[config.mk]
export PLATFORM = sky130hd
export DESIGN_NAME = cache_way_select
export DESIGN_NICKNAME = d
export VERILOG_FILES = /design/src/rtl/cache_pkg.sv /design/src/rtl/onehot_prio_enc.sv /design/src/rtl/cache_way_select.sv
export SDC_FILE = /design/constraint.sdc
export NUM_CORES = 1
export LEC_CHECK = 0
export CAP_MARGIN = 20
export CORE_MARGIN = 1.5
export CORE_UTILIZATION = 31
export CTS_CLUSTER_SIZE = 10
export DETAILED_ROUTE_END_ITERATION = 16
export HOLD_SLACK_MARGIN = 0.06
export MAX_ROUTING_LAYER = met4
export PLACE_DENSITY = 0.85
export SYNTH_ARGS = -nofsm -noshare
export SYNTH_HDL_FRONTEND = slang
export SYNTH_SLANG_ARGS = --single-unit
[constraint.sdc]
create_clock -name clk -period 1.6 [get_ports clk]
set_input_delay 0.16 -clock clk [delete_from_list [all_inputs] [get_ports clk]]
set_output_delay 0.16 -clock clk [all_outputs]
set_load 0.02 [all_outputs]
[src/rtl/cache_pkg.sv]
// Shared constants and helpers for the cache way-select datapath.
//   CACHE_WAYS   : default number of ways
//   CACHE_WORD_W : default data width of one way
//   idx_w()      : width of a binary way index (never less than 1 bit)
package cache_pkg;

    localparam int CACHE_WAYS   = 8;
    localparam int CACHE_WORD_W = 16;

    function automatic int idx_w(input int n);
        return (n > 1) ? $clog2(n) : 1;
    endfunction

endpackage

[src/rtl/onehot_prio_enc.sv]
// Priority encoder for a tag-compare hit vector. Purely combinational.
// Ports:
//   hit   [WAYS-1:0]          : hit vector, nominally one-hot
//   index [idx_w(WAYS)-1:0]   : binary index of the lowest set bit (0 if none)
//   any                       : at least one bit set
//   multi                     : more than one bit set
module onehot_prio_enc
    import cache_pkg::*;
#(
    parameter int WAYS = CACHE_WAYS
) (
    input  logic [WAYS-1:0]        hit,
    output logic [idx_w(WAYS)-1:0] index,
    output logic                   any,
    output logic                   multi
);

    localparam int IDX_W = idx_w(WAYS);

    // Scan from the top down so the lowest set bit is the last writer.
    always_comb begin
        index = '0;
        for (int i = WAYS - 1; i >= 0; i--) begin
            if (hit[i]) begin
                index = i[IDX_W-1:0];
            end
        end
    end

    assign any = |hit;
    // Clearing the lowest set bit leaves something only if two or more were set.
    assign multi = |(hit & (hit - {{(WAYS-1){1'b0}}, 1'b1}));

endmodule

[src/rtl/cache_way_select.sv]
// Cache way select: registers the data of the hitting way behind a
// single-entry valid/ready output stage with full throughput.
// Optional feature macro: CACHE_WAY_SELECT_PERF_EN adds saturating
// hit/miss/multi-hit performance counters with a synchronous clear.
// Ports:
//   clk, rst                 : clock, asynchronous active-high reset
//   in_valid / in_ready      : request handshake
//   hit [WAYS-1:0]           : tag-compare hit vector
//   way_data [WAYS*WIDTH-1:0]: way i at bits [i*WIDTH +: WIDTH]
//   out_valid / out_ready    : result handshake
//   out_data, out_way        : selected way data and its index
//   out_hit, out_multi       : any hit / more than one hit
//   cnt_clr, hit_cnt, miss_cnt, multi_cnt : counters (PERF_EN only)
module cache_way_select
    import cache_pkg::*;
#(
    parameter int WIDTH = CACHE_WORD_W,
    parameter int WAYS  = CACHE_WAYS,
    parameter int CNT_W = 16
) (
    input  logic                   clk,
    input  logic                   rst,
`ifdef CACHE_WAY_SELECT_PERF_EN
    input  logic                   cnt_clr,
    output logic [CNT_W-1:0]       hit_cnt,
    output logic [CNT_W-1:0]       miss_cnt,
    output logic [CNT_W-1:0]       multi_cnt,
`endif
    input  logic                   in_valid,
    output logic                   in_ready,
    input  logic [WAYS-1:0]        hit,
    input  logic [WAYS*WIDTH-1:0]  way_data,
    output logic                   out_valid,
    input  logic                   out_ready,
    output logic [WIDTH-1:0]       out_data,
    output logic [idx_w(WAYS)-1:0] out_way,
    output logic                   out_hit,
    output logic                   out_multi
);

    localparam int IDX_W = idx_w(WAYS);

    if (WAYS < 2 || WAYS > 16 || (WAYS & (WAYS - 1)) != 0 || WIDTH < 1 || CNT_W < 1) begin : g_bad_param
        $error("cache_way_select: illegal WAYS/WIDTH/CNT_W");
    end

    logic [IDX_W-1:0] enc_idx;
    logic             enc_any;
    logic             enc_multi;
    logic [WIDTH-1:0] sel_data;
    logic             accept;

    logic             out_valid_q, out_valid_d;
    logic [WIDTH-1:0] out_data_q,  out_data_d;
    logic [IDX_W-1:0] out_way_q,   out_way_d;
    logic             out_hit_q,   out_hit_d;
    logic             out_multi_q, out_multi_d;

    onehot_prio_enc #(
        .WAYS (WAYS)
    ) u_enc (
        .hit   (hit),
        .index (enc_idx),
        .any   (enc_any),
        .multi (enc_multi)
    );

    // The output register is the only buffer, so it can take a new result
    // whenever it is empty or being drained this cycle.
    assign in_ready = !out_valid_q || out_ready;
    assign accept   = in_valid && in_ready;

    // A miss forces zero data rather than way 0's contents.
    always_comb begin
        sel_data = '0;
        if (enc_any) begin
            sel_data = way_data[int'(enc_idx)*WIDTH +: WIDTH];
        end
    end

    always_comb begin
        out_valid_d = out_valid_q;
        out_data_d  = out_data_q;
        out_way_d   = out_way_q;
        out_hit_d   = out_hit_q;
        out_multi_d = out_multi_q;
        if (accept) begin
            out_valid_d = 1'b1;
            out_data_d  = sel_data;
            out_way_d   = enc_idx;
            out_hit_d   = enc_any;
            out_multi_d = enc_multi;
        end else if (out_ready) begin
            out_valid_d = 1'b0;
        end
    end

    // ---- output register stage ----
    always_ff @(posedge clk or posedge rst) begin
        if (rst) begin
            out_valid_q <= 1'b0;
            out_data_q  <= '0;
            out_way_q   <= '0;
            out_hit_q   <= 1'b0;
            out_multi_q <= 1'b0;
        end else begin
            out_valid_q <= out_valid_d;
            out_data_q  <= out_data_d;
            out_way_q   <= out_way_d;
            out_hit_q   <= out_hit_d;
            out_multi_q <= out_multi_d;
        end
    end

    assign out_valid = out_valid_q;
    assign out_data  = out_data_q;
    assign out_way   = out_way_q;
    assign out_hit   = out_hit_q;
    assign out_multi = out_multi_q;

`ifdef CACHE_WAY_SELECT_PERF_EN
    function automatic logic [CNT_W-1:0] sat_inc(input logic [CNT_W-1:0] c);
        return (&c) ? c : c + {{(CNT_W-1){1'b0}}, 1'b1};
    endfunction

    logic [CNT_W-1:0] hit_cnt_q,   hit_cnt_d;
    logic [CNT_W-1:0] miss_cnt_q,  miss_cnt_d;
    logic [CNT_W-1:0] multi_cnt_q, multi_cnt_d;

    // Clear has priority over any increment in the same cycle.
    always_comb begin
        hit_cnt_d   = hit_cnt_q;
        miss_cnt_d  = miss_cnt_q;
        multi_cnt_d = multi_cnt_q;
        if (cnt_clr) begin
            hit_cnt_d   = '0;
            miss_cnt_d  = '0;
            multi_cnt_d = '0;
        end else if (accept) begin
            if (enc_any) begin
                hit_cnt_d = sat_inc(hit_cnt_q);
            end else begin
                miss_cnt_d = sat_inc(miss_cnt_q);
            end
            if (enc_multi) begin
                multi_cnt_d = sat_inc(multi_cnt_q);
            end
        end
    end

    // ---- counter register stage ----
    always_ff @(posedge clk or posedge rst) begin
        if (rst) begin
            hit_cnt_q   <= '0;
            miss_cnt_q  <= '0;
            multi_cnt_q <= '0;
        end else begin
            hit_cnt_q   <= hit_cnt_d;
            miss_cnt_q  <= miss_cnt_d;
            multi_cnt_q <= multi_cnt_d;
        end
    end

    assign hit_cnt   = hit_cnt_q;
    assign miss_cnt  = miss_cnt_q;
    assign multi_cnt = multi_cnt_q;
`endif

endmodule

==> results.sh, run 1 <==
export IMPL_drive_gt1_frac=0.282
export IMPL_period_minus_slack_ns=1.58
export IMPL_die_w_um=84.7
export IMPL_overflow=0
export IMPL_via_per_inst=5.52
export IMPL_grt_pass1_wl_um=15600
export IMPL_nets=584
export IMPL_drv_cap=0
export IMPL_cts_sinks=22
export IMPL_cts_tree="done"
export IMPL_avgSynthCellArea_sq_um=8.88
export IMPL_critical_path_top_delay_family="simple AND/OR/NAND/NOR gates"
export IMPL_rsz0062_at_grt="yes"
export IMPL_fin_hold_ws_ns=0.235
export IMPL_finalSetupViolations=0
export IMPL_worst_setup_path_end_kind="flip-flop"
export IMPL_coreArea_sq_mm=0.00639
export IMPL_synth_compound_area_share=0.312
export IMPL_dieArea_sq_mm=0.00717
export IMPL_syn_inst=233
export IMPL_synth_mux_area_frac=0.189
export IMPL_timing_fmax_mhz=632
export IMPL_powerDensity_mw_per_mm2=564
export IMPL_fin_tns_setup_ns=0
export IMPL_gp_congestion=0.979
export IMPL_drt_iter0_drc=149
export IMPL_ys_ff_latch=22
export IMPL_fin_area_sq_mm=0.00459
export IMPL_synth_xor_area_frac=0
export IMPL_cts_root_buf="clkbuf_8"
export IMPL_worst_slew_pin_slew_ns=0.736
export IMPL_peakVddDrop_v=0.000510
export IMPL_synth_cell_types=44
export IMPL_worstPathMaxFanout=9
export IMPL_hpwlAfterDp_um=7430
export IMPL_cpMaxStageDelayCell="or4_4"
export IMPL_clock_skew_ns=0.00778
export IMPL_ys_seq_area_frac=0.266
export IMPL_leakage_uw=0.00192
export IMPL_remaining_drc_errors=0
export IMPL_grt_antenna_before_repair=0
export IMPL_ant_nets=0
export IMPL_synth_top_flop_cell="dfrtp_1"
export IMPL_slew_viol_final=0
export IMPL_grt_pass1_vias=3089
export IMPL_critPathKind="input pin to flip-flop"
export IMPL_cp_num_buf_inv=4
export IMPL_vias=2870
export IMPL_layout_commonest_cell="clkdlybuf4s50_1"
export IMPL_syn_num_nets=373
export IMPL_synthSimpleGateAreaFrac=0.143
export IMPL_r2r_setup_slack_ns=0.03
export IMPL_final_cell_mix="clkdlybuf4s50_1 (153), buf_4 (45), nor2_1 (28), dfrtp_1 (22)"
export IMPL_row_count=29
export IMPL_synth_area_sq_mm=0.00207
export IMPL_die_h_um=84.7
export IMPL_worstPathRequired_ns=1.76
export IMPL_syn_to_final_growth_pct=122
export IMPL_synth_top_family_by_area="compound AO/OA/AOI/OAI gates"
export IMPL_dr_pass1_iters=4
export IMPL_status="complete, no violations"
export IMPL_finalCritPeriodShare=0.988
export IMPL_hold_path_class="input pin to asynchronous set/reset pin"
export IMPL_slew_headroom=0.508
export IMPL_num_antenna_cells=0
export IMPL_async_flop_share=1.00
export IMPL_initial_core_util=0.324
export IMPL_portBuffers=162
export IMPL_nFillCells=466
export IMPL_wirelength_um=9970
export IMPL_synth_warnings=0
export IMPL_grt_max_degree=23
export IMPL_finalHoldViolCount=0
export IMPL_crit_chain="buf_8 > buf_6 > or4_4 > buf_4 > nand2b_4 > nor2_2 > buf_12 > a221o_1"
export IMPL_synthAdderAreaFrac=0.00484
export IMPL_placed_cell_area_sq_mm=0.00421
export IMPL_cts_buffers=3
export IMPL_wl_per_cell_um=19.2
export IMPL_synth_edf_count=0
export IMPL_final_util=0.719
export IMPL_htree_levels=1
export IMPL_clock_latency_ns=0.27
export IMPL_cp_arrival_ns=1.74
export IMPL_clkTransAtPathRegs_ns=0.10
export IMPL_max_stage_delay_ns=0.52
export IMPL_ios=163
export IMPL_cp_start_kind="input pin"
export IMPL_clock_path_buffers=2
export IMPL_globalRouteTotalUtil=0.283
## repair_timing
| item | CTS | global route |
|---|---|---|
| endpoints found under the setup margin | 21 | 16 |
| pin swaps | 14 | 14 |
| gates cloned | 1 | 0 |
| hold endpoints to repair | 0 | 0 |
| resized for setup | 68 | 24 |
| setup buffers | 8 | 3 |
| hold buffers | 0 | 0 |
## cell usage after synthesis, types with 2 or more instances
cell type | n | share of area
nor2_1 | 30 | 0.054
dfrtp_1 | 22 | 0.27
inv_1 | 21 | 0.038
mux2i_1 | 21 | 0.10
nand2_1 | 14 | 0.025
a221oi_1 | 13 | 0.055
a21oi_1 | 11 | 0.027
a221o_1 | 11 | 0.053
clkbuf_1 | 10 | 0.018
a2111oi_0 | 9 | 0.038
mux4_2 | 8 | 0.087
a311oi_1 | 7 | 0.030
o221a_2 | 6 | 0.033
nand2b_1 | 4 | 0.012
a21o_1 | 3 | 0.011
buf_2 | 3 | 0.0073
nor3_1 | 3 | 0.0073
o21ai_0 | 3 | 0.0073
a211oi_1 | 2 | 0.0073
a2bb2oi_1 | 2 | 0.0085
buf_4 | 2 | 0.0073
buf_6 | 2 | 0.011
nand3_1 | 2 | 0.0048
o31ai_1 | 2 | 0.0073
or3_1 | 2 | 0.0060
or4_1 | 2 | 0.0073
## path summary, 6_finish.rpt
check,startpoint,endpoint,cells past startpoint
min reg2reg,out_way[2]$_DFFE_PP0P_,out_way[2]$_DFFE_PP0P_,1
min in group clk,hit[4],out_data[15]$_DFFE_PP0P_,5
max in group asynchronous,rst,out_data[6]$_DFFE_PP0P_,3
max reg2reg,out_valid$_DFFE_PP0P_,out_data[4]$_DFFE_PP0P_,8
min,rst,out_data[7]$_DFFE_PP0P_,3
max,hit[6],out_data[10]$_DFFE_PP0P_,8
## stage by stage
stage / cells / power, uW / setup WS (ns)
5_1_grt: 520 / 2690 / -0.0457
6_report: 520 / 2590 / 0.0189
4_1_cts: 517 / 2540 / -0.000486
3_5_place_dp: 504 / 1930 / -0.749
2_1_floorplan: 233 / 1200 / -0.175
3_3_place_gp: 504 / 1910 / -0.712
## per-layer routing
layer / global-route usage / up-vias / wire, um
met3: 0.0295 / 22 / 547
met5: - / - / 0
li1: - / 1336 / -
met4: 0.0704 / 0 / 218
met2: 0.494 / 115 / 5220
met1: 0.350 / 1397 / 3980
## report_power, final
part	switching, uW	internal [uW]	leakage [uW]
Sequential	75.8	638	0.000268
Combinational	537	787	0.00161
Clock	214	334	0.0000357
## final cells by class
class	instances	area, sq um	area share
timing repair buffer	225	2230	0.486
inverter	21	78.8	0.0172
clock buffer	3	41.3	0.00900
clock inverter	1	30.0	0.00654
multi-input combinational	171	1560	0.340
tap	77	96.3	0.0210
sequential	22	551	0.120
## registers in the layout, summed over array words and instances, names as in the netlist
signal	count
out_multi	1
out_valid	1
out_way	3
out_data	16
out_hit	1
## worst min-delay path: cells and delay by family
family,cells,cell delay (ns)
buffers and inverters,3,0.76
## cells by family (layout without fill, tap and decap cells)
group,count (synthesis),count (layout)
adder cells (fa/ha/maj),1,1
multiplexers,29,29
buffers and inverters,40,250
AND/OR/NAND/NOR,64,64
AO/OA/AOI/OAI,77,77
flip-flops,22,22
Note: power is estimated with default switching activity, not from simulation.
==> run 2: changes to the inputs <==
--- a/config.mk
+++ b/config.mk
@@ -5,7 +5,7 @@
 export SDC_FILE = /design/constraint.sdc
 export NUM_CORES = 1
 export LEC_CHECK = 0
-export CAP_MARGIN = 20
+export CAP_MARGIN = 30
 export CORE_MARGIN = 1.5
 export CORE_UTILIZATION = 31
 export CTS_CLUSTER_SIZE = 10
==> results of run 2 <==
The final DEF is identical to that of run 1; final timing and power are the same.
